## src/rtl/muldiv_pkg.sv

```systemverilog
// Shared types and helpers for the RV32M multiply/divide sequencer.
// Latency: n/a (declarations only).
// Backpressure: n/a.
// Contents: FSM state enum, funct3/funct7 encodings, operand-signedness helpers.
package muldiv_pkg;

  typedef enum logic [1:0] {
    IDLE = 2'd0,
    CALC = 2'd1,
    SIGN = 2'd2,
    DONE = 2'd3
  } muldiv_state_t;

  localparam logic [2:0] F3_MUL    = 3'b000;
  localparam logic [2:0] F3_MULH   = 3'b001;
  localparam logic [2:0] F3_MULHSU = 3'b010;
  localparam logic [2:0] F3_MULHU  = 3'b011;
  localparam logic [2:0] F3_DIV    = 3'b100;
  localparam logic [2:0] F3_DIVU   = 3'b101;
  localparam logic [2:0] F3_REM    = 3'b110;
  localparam logic [2:0] F3_REMU   = 3'b111;

  localparam logic [6:0] F7_MULDIV = 7'b0000001;

  function automatic logic is_div(input logic [2:0] f3);
    return f3[2];
  endfunction

  function automatic logic op_a_signed(input logic [2:0] f3);
    return (f3 == F3_MULH) || (f3 == F3_MULHSU) || (f3 == F3_DIV) || (f3 == F3_REM);
  endfunction

  function automatic logic op_b_signed(input logic [2:0] f3);
    return (f3 == F3_MULH) || (f3 == F3_DIV) || (f3 == F3_REM);
  endfunction

endpackage

```

## src/rtl/muldiv_step.sv

```systemverilog
// One combinational iteration: shift-add multiply or restoring divide.
// Latency: 0 cycles (pure combinational).
// Backpressure: none; the sequencer decides when to register the outputs.
// Ports: is_div selects the op; acc/opr/b in -> next acc/opr/b out.
//   Multiply: acc = 2*XLEN product, opr = multiplier (consumed LSB first),
//             b = multiplicand shifted left each step.
//   Divide:   acc[XLEN:0] = partial remainder, opr = dividend bits in / quotient
//             bits out (MSB first), b[XLEN-1:0] = divisor (constant).
module muldiv_step #(
  parameter int XLEN = 32
) (
  input  logic              is_div,
  input  logic [2*XLEN-1:0] acc_i,
  input  logic [XLEN-1:0]   opr_i,
  input  logic [2*XLEN-1:0] b_i,
  output logic [2*XLEN-1:0] acc_o,
  output logic [XLEN-1:0]   opr_o,
  output logic [2*XLEN-1:0] b_o
);

  logic [XLEN:0] shifted;
  logic [XLEN:0] diff;

  always_comb begin
    shifted = {acc_i[XLEN-1:0], opr_i[XLEN-1]};
    diff    = shifted - {1'b0, b_i[XLEN-1:0]};
    acc_o   = acc_i;
    opr_o   = opr_i;
    b_o     = b_i;
    if (is_div) begin
      // Remainder stays below the divisor, so diff[XLEN] is a clean borrow flag.
      acc_o = {{(XLEN-1){1'b0}}, (diff[XLEN] ? shifted : diff)};
      opr_o = {opr_i[XLEN-2:0], ~diff[XLEN]};
    end else begin
      acc_o = opr_i[0] ? (acc_i + b_i) : acc_i;
      opr_o = opr_i >> 1;
      b_o   = b_i << 1;
    end
  end

endmodule

```

## src/rtl/muldiv_sequencer.sv

```systemverilog
// RV32M multi-cycle sequencer beside the EX ALU (MUL/MULH/MULHSU/MULHU/DIV/DIVU/REM/REMU).
// Latency: done in cycle XLEN+2 after start; special divides (x/0, signed overflow) in cycle 2.
// Backpressure: stall holds EX from accepted start through SIGN; start while busy is ignored.
// Ports: clk, reset (sync, active-high), start/kill/funct3/op_a/op_b in;
//        busy/stall/done/result out (result held until the next accepted start completes).
// Build option MULDIV_EARLY_OUT_EN: multiplies leave CALC once the multiplier is exhausted.
module muldiv_sequencer #(
  parameter int XLEN = 32
) (
  input  logic            clk,
  input  logic            reset,
  input  logic            start,
  input  logic            kill,
  input  logic [2:0]      funct3,
  input  logic [XLEN-1:0] op_a,
  input  logic [XLEN-1:0] op_b,
  output logic            busy,
  output logic            stall,
  output logic            done,
  output logic [XLEN-1:0] result
);
  import muldiv_pkg::*;

  localparam int CW = $clog2(XLEN);
  localparam logic [XLEN-1:0] MIN_NEG = {1'b1, {(XLEN-1){1'b0}}};

  muldiv_state_t     state_q, state_d;
  logic [2:0]        f3_q, f3_d;
  logic [2*XLEN-1:0] acc_q, acc_d;
  logic [XLEN-1:0]   opr_q, opr_d;
  logic [2*XLEN-1:0] b_q, b_d;
  logic [CW-1:0]     cnt_q, cnt_d;
  logic              neg_res_q, neg_res_d;   // negate product / quotient
  logic              neg_rem_q, neg_rem_d;   // negate remainder (dividend sign)
  logic [XLEN-1:0]   result_q, result_d;
  logic              busy_q, busy_d;
  logic              done_q, done_d;

  logic              step_div;
  logic [2*XLEN-1:0] step_acc, step_b;
  logic [XLEN-1:0]   step_opr;

  logic              a_neg, b_neg;
  logic [XLEN-1:0]   a_mag, b_mag;
  logic [2*XLEN-1:0] prod;
  logic [XLEN-1:0]   rem;

  assign step_div = is_div(f3_q);

  muldiv_step #(.XLEN(XLEN)) u_step (
    .is_div (step_div),
    .acc_i  (acc_q),
    .opr_i  (opr_q),
    .b_i    (b_q),
    .acc_o  (step_acc),
    .opr_o  (step_opr),
    .b_o    (step_b)
  );

  always_comb begin
    a_neg     = op_a_signed(funct3) & op_a[XLEN-1];
    b_neg     = op_b_signed(funct3) & op_b[XLEN-1];
    a_mag     = a_neg ? -op_a : op_a;
    b_mag     = b_neg ? -op_b : op_b;
    prod      = neg_res_q ? -acc_q : acc_q;
    rem       = acc_q[XLEN-1:0];

    state_d   = state_q;
    f3_d      = f3_q;
    acc_d     = acc_q;
    opr_d     = opr_q;
    b_d       = b_q;
    cnt_d     = cnt_q;
    neg_res_d = neg_res_q;
    neg_rem_d = neg_rem_q;
    result_d  = result_q;

    case (state_q)
      IDLE: begin
        if (start && !kill) begin
          f3_d      = funct3;
          cnt_d     = CW'(XLEN-1);
          acc_d     = '0;
          neg_res_d = a_neg ^ b_neg;
          neg_rem_d = a_neg;
          state_d   = CALC;
          if (is_div(funct3)) begin
            opr_d = a_mag;
            b_d   = {{XLEN{1'b0}}, b_mag};
          end else begin
            opr_d = b_mag;
            b_d   = {{XLEN{1'b0}}, a_mag};
          end
          // Special divides skip CALC: quotient in opr, remainder in acc, no sign fix.
          if (is_div(funct3) && (op_b == '0)) begin
            opr_d     = '1;
            acc_d     = {{XLEN{1'b0}}, op_a};
            neg_res_d = 1'b0;
            neg_rem_d = 1'b0;
            state_d   = SIGN;
          end else if (is_div(funct3) && op_b_signed(funct3) &&
                       (op_a == MIN_NEG) && (op_b == '1)) begin
            opr_d     = MIN_NEG;
            acc_d     = '0;
            neg_res_d = 1'b0;
            neg_rem_d = 1'b0;
            state_d   = SIGN;
          end
        end
      end
      CALC: begin
        acc_d = step_acc;
        opr_d = step_opr;
        b_d   = step_b;
        if (cnt_q == '0) begin
          state_d = SIGN;
        end else begin
          cnt_d = cnt_q - CW'(1);
        end
`ifdef MULDIV_EARLY_OUT_EN
        // No multiplier bits left: the product in acc is already final.
        if (!is_div(f3_q) && (step_opr == '0)) begin
          state_d = SIGN;
        end
`endif
      end
      SIGN: begin
        if (!is_div(f3_q)) begin
          result_d = (f3_q == F3_MUL) ? prod[XLEN-1:0] : prod[2*XLEN-1:XLEN];
        end else if (f3_q[1]) begin
          result_d = neg_rem_q ? -rem : rem;
        end else begin
          result_d = neg_res_q ? -opr_q : opr_q;
        end
        state_d = DONE;
      end
      DONE: begin
        state_d = IDLE;
      end
      default: begin
        state_d = IDLE;
      end
    endcase

    if (kill) begin
      state_d  = IDLE;
      result_d = result_q;
    end

    busy_d = (state_d != IDLE);
    done_d = (state_d == DONE);
  end

  always_ff @(posedge clk) begin
    if (reset) begin
      state_q   <= IDLE;
      f3_q      <= '0;
      acc_q     <= '0;
      opr_q     <= '0;
      b_q       <= '0;
      cnt_q     <= '0;
      neg_res_q <= 1'b0;
      neg_rem_q <= 1'b0;
      result_q  <= '0;
      busy_q    <= 1'b0;
      done_q    <= 1'b0;
    end else begin
      state_q   <= state_d;
      f3_q      <= f3_d;
      acc_q     <= acc_d;
      opr_q     <= opr_d;
      b_q       <= b_d;
      cnt_q     <= cnt_d;
      neg_res_q <= neg_res_d;
      neg_rem_q <= neg_rem_d;
      result_q  <= result_d;
      busy_q    <= busy_d;
      done_q    <= done_d;
    end
  end

  // Combinational so EX freezes in the same cycle the op is accepted.
  assign stall  = (state_q == CALC) || (state_q == SIGN) ||
                  ((state_q == IDLE) && start && !kill);
  assign busy   = busy_q;
  assign done   = done_q;
  assign result = result_q;

endmodule

```

## config.mk

```make
export PLATFORM = sky130hd
export DESIGN_NAME = muldiv_sequencer
export DESIGN_NICKNAME = d
export VERILOG_FILES = /design/src/rtl/muldiv_pkg.sv /design/src/rtl/muldiv_step.sv /design/src/rtl/muldiv_sequencer.sv
export SDC_FILE = /design/constraint.sdc
export NUM_CORES = 1
export LEC_CHECK = 0
export CORE_MARGIN = 2
export CORE_UTILIZATION = 64
export CTS_BUF_LIST = sky130_fd_sc_hd__clkbuf_8
export DETAILED_ROUTE_END_ITERATION = 12
export PLACE_DENSITY = 0.84
export SYNTH_ARGS = -nofsm -noshare
export SYNTH_HDL_FRONTEND = slang
export SYNTH_HIERARCHICAL = 1
export SYNTH_SLANG_ARGS = --single-unit
```

## constraint.sdc

```tcl
create_clock -name clk -period 5.5 [get_ports clk]
set_input_delay 0.55 -clock clk [delete_from_list [all_inputs] [get_ports clk]]
set_output_delay 0.55 -clock clk [all_outputs]
set_load 0.02 [all_outputs]
```

==> impl_metrics.py <==
metrics = {
    "synth": {
        "synth_fa_ha_area_share_pct": 6.23,
        "synthTopCellsByArea": "dfxtp_1 19%, a21oi_1 6.2%, nand2_1 6.1%",
        "synth-edff-count": 0,
        "ys_async_sr_fraction_pct": 0,
        "syn_nets": 3293,
        "synthFlopType": "dfxtp_1",
        "synth-xor-area-share_pct": 8.43,
        "syn_area_um2": 22100,
        "yosys.area.top_type": "dfxtp_1",
        "syn_area_per_cell_um2": 7.11,
        "yosysSeqAreaShare_pct": 18.6,
        "synthSimpleGateAreaFrac_pct": 25.4,
        "synth_compound_area_share_pct": 28.9,
        "synth_cell_types": 95,
        "synth_top_family_by_area": "compound AO/OA/AOI/OAI gates",
        "ys_warn_count": 6,
        "synth_top_area_share_pct": 18.6,
        "yosys_register_bits": 206,
        "netlist_instances": 3113,
        "synthMuxAreaShare_pct": 7.03,
    },
    "clocking": {
        "cts.sinks": 206,
        "cts_tree": "done",
        "cts_made_buffers": 41,
        "post_cts_resized": 0,
        "post_cts_buffers": 0,
        "clkSlewWorstSetupHoldPaths_ns": 0.06,
        "clock_latency_ns": 0.64,
        "clock_path_buffers": 3,
        "cts-root-buf": "clkbuf_8",
        "ctsHoldBuffers": 0,
        "cts_max_level": 2,
    },
    "pwr": {
        "p_per_area_nw_per_um2": 216,
        "p_total_mw": 5.24,
        "ir_worst_vdd_mv": 0.258,
        "p_leak_nw": 9.40,
    },
    "routing": {
        "drc": 0,
        "ant_nets": 0,
        "post_drt_wl_per_cell_um": 25.0,
        "via_per_inst": 7.22,
        "wl_um": 89200,
        "dr_total_vias": 25800,
        "first_pass_iters": 7,
        "drt_iter0_drc": 4130,
    },
    "placed_design": {
        "hpwl_um": 65100,
        "dp.cells": 3501,
        "io_buffers": 105,
        "gp_congestion": 1.06,
    },
    "finish": {
        "nFillCells": 2911,
        "multi_input_area_um2": 16900,
        "final_layout_size_suffix_gt1_share_pct": 8.50,
        "final_nets": 3269,
        "syn_to_final_growth_pct": 9.48,
        "diodes": 0,
        "fin_cells": 3573,
        "seqCellArea_um2": 4130,
    },
    "grt": {
        "grt_pass1_wl_um": 134000,
        "grt_pass1_vias": 22900,
        "grt-ovfl-total": 0,
        "grt_max_degree": 158,
        "antenna_found_initial": 1,
        "grt_usage_pct": 47.6,
    },
    "floorplanning": {
        "core-area_um2": 34300,
        "rows": 68,
        "fp.dieW_um": 190,
        "dieArea_um2": 36100,
        "num_io_pins": 106,
        "fp.dieH_um": 190,
        "initial_core_util_pct": 64.5,
    },
    "worst_setup_path": {
        "worst_path_dominant_cell_family": "compound AO/OA/AOI/OAI gates",
        "timing.rr.end": "acc_q[9]",
        "reg2regPathDepth": 20,
        "critPathSlowestCell": "o41ai_1",
        "path_cells": "inv_1, ha_1, fa_1, nand2b_1, a21boi_1, o21ai_1, a21oi_2, a311oi_1, o31a_1, o41ai_1, o41ai_1, nor2b_1, o21ai_1, nand2b_1, ha_2, buf_4, mux2i_1, a21oi_1, a221oi_1, nor3_1",
        "crit_buf_inv": 2,
        "criticalPathCategory": "flop to flop",
        "cp-start-kind": "flop",
        "slowest_delay_ns": 0.52,
        "cp.arrival_ns": 5.67,
        "cp-end-kind": "flop",
        "required_ns": 5.98,
        "crit_fanout": 17,
        "rr_startpoint": "opr_q[31]",
        "r2r_slack_ns": 0.30,
    },
    "timing": {
        "slew_viol_final": 0,
        "post-route-min-period_ns": 5.20,
        "finalSetupViolCount": 0,
        "tightest_slew_ns": 1.14,
        "max_freq_mhz": 192,
        "fin_tns_setup_ns": 0,
        "max_slew_margin_pct": 22.9,
        "rsz0062_at_grt": "false",
        "finalHoldViolations": 0,
        "finClkSkew_ns": 0.0556,
        "finalCritPeriodShare_pct": 94.5,
    },
    "flow_run": {
        "maxCapViolCount": 0,
    },
    "min_path": {
        "hold_end": "f3_q[2]",
        "hold_class": "primary input to flop",
        "min_from": "reset",
        "hold_depth": 2,
    },
    "run_status": {
        "status": "complete, no violations",
    },
}
-- cell usage after synthesis, types with 76 or more instances --
master,count
a21oi_1,274
clkbuf_1,207
dfxtp_1,206
ha_1,107
mux2_2,76
nand2_1,358
nand3_1,117
nor2_1,255
nor3_1,125
o21ai_0,172
xnor2_1,118
xor2_1,95
-- flip-flops by register name (all words and copies together) (netlist names) --
signal	count
acc_q	64
busy	1
result	32
b_q	64
neg_rem_q	1
neg_res_q	1
f3_q	3
cnt_q	5
opr_q	32
state_q	2
done	1
-- worst register-to-register path: cells and delay by family (launching register included) --
family	cells	cell delay, ns
buffers and inverters	2	0.44
AND/OR/NAND/NOR	4	0.51
AO/OA/AOI/OAI	10	2.52
flip-flops	1	0.38
multiplexers	1	0.23
adder cells (fa/ha/maj)	3	0.98
-- power by group --
group,leakage [nW],internal (mW),switching [mW],total [mW]
combinational,7.24,0.680,1.23,1.91
sequential,1.68,1.56,0.106,1.66
clock,0.481,0.886,0.778,1.66
-- worst max path at each step --
stage,start,to,slack [ns],depth (start not counted)
2_1_floorplan,opr_q[31],acc_q[17],0.94,21
3_5_place_dp,opr_q[31],acc_q[9],0.45,20
3_3_place_gp,opr_q[31],acc_q[3],0.65,20
4_1_cts,opr_q[31],acc_q[9],0.40,20
6_report,opr_q[31],acc_q[9],0.30,20
5_1_grt,opr_q[31],acc_q[9],0.07,20
-- per-stage QoR --
step                util [%]  hold WS (ns)  worst slack (ns)  cell area [um2]
finish                  70.7         0.435             0.303            24200
global route            70.7         0.477            0.0656            24200
CTS                     70.7         0.424             0.396            24200
detailed placement      68.2         0.448             0.450            23400
global placement        68.2         0.432             0.649            23400
floorplan                  -         0.454             0.945            22100
-- cell usage in the layout, fill, tap and decap left out, types with 20 or more instances in the layout --
master and instances:
nand4_1 45, a221oi_1 47, nand2_1 358, o31ai_1 38
buf_4 64, a31oi_1 31, mux2i_1 70, clkdlybuf4s50_1 103
nor2b_1 36, ha_1 105, a21o_1 68, o22ai_1 20
clkbuf_8 51, nand3_1 117, a21oi_1 274, o21ai_0 171
or4_1 22, xnor2_1 118, o211ai_1 33, nand2b_1 38
inv_1 85, dfxtp_1 203, mux2_2 76, a211oi_1 61
nor4_1 47, nor2_1 255, or3_1 42, nor3_1 124
xor2_1 95
-- final cells by class --
type / instances / area share, %
Tap cell: 455 / 2.35
Clock buffer: 51 / 2.90
Multi-Input combinational cell: 2598 / 69.6
Clock inverter: 21 / 0.568
Sequential cell: 206 / 17.0
Inverter: 72 / 1.12
Timing Repair Buffer: 170 / 6.39
-- layer usage --
layer  track usage (%)  share of wire, %  vias to the layer above
met5                 0             0.013                        -
met4              26.3               6.6                        2
met3              15.8                15                      399
met2              69.5                41                     2018
met1              61.6                38                    11900
li1                  -                 -                    11500
-- cell families (layout without fill, tap and decap cells) --
family          after synthesis  count (layout)
simple gates               1171            1171
xor+xnor                    213             213
buf+inv                     309             314
fa+ha+maj                   109             109
mux                         146             146
compound gates              959             959
flops                       206             206
Note: power is estimated with default switching activity, not from simulation.
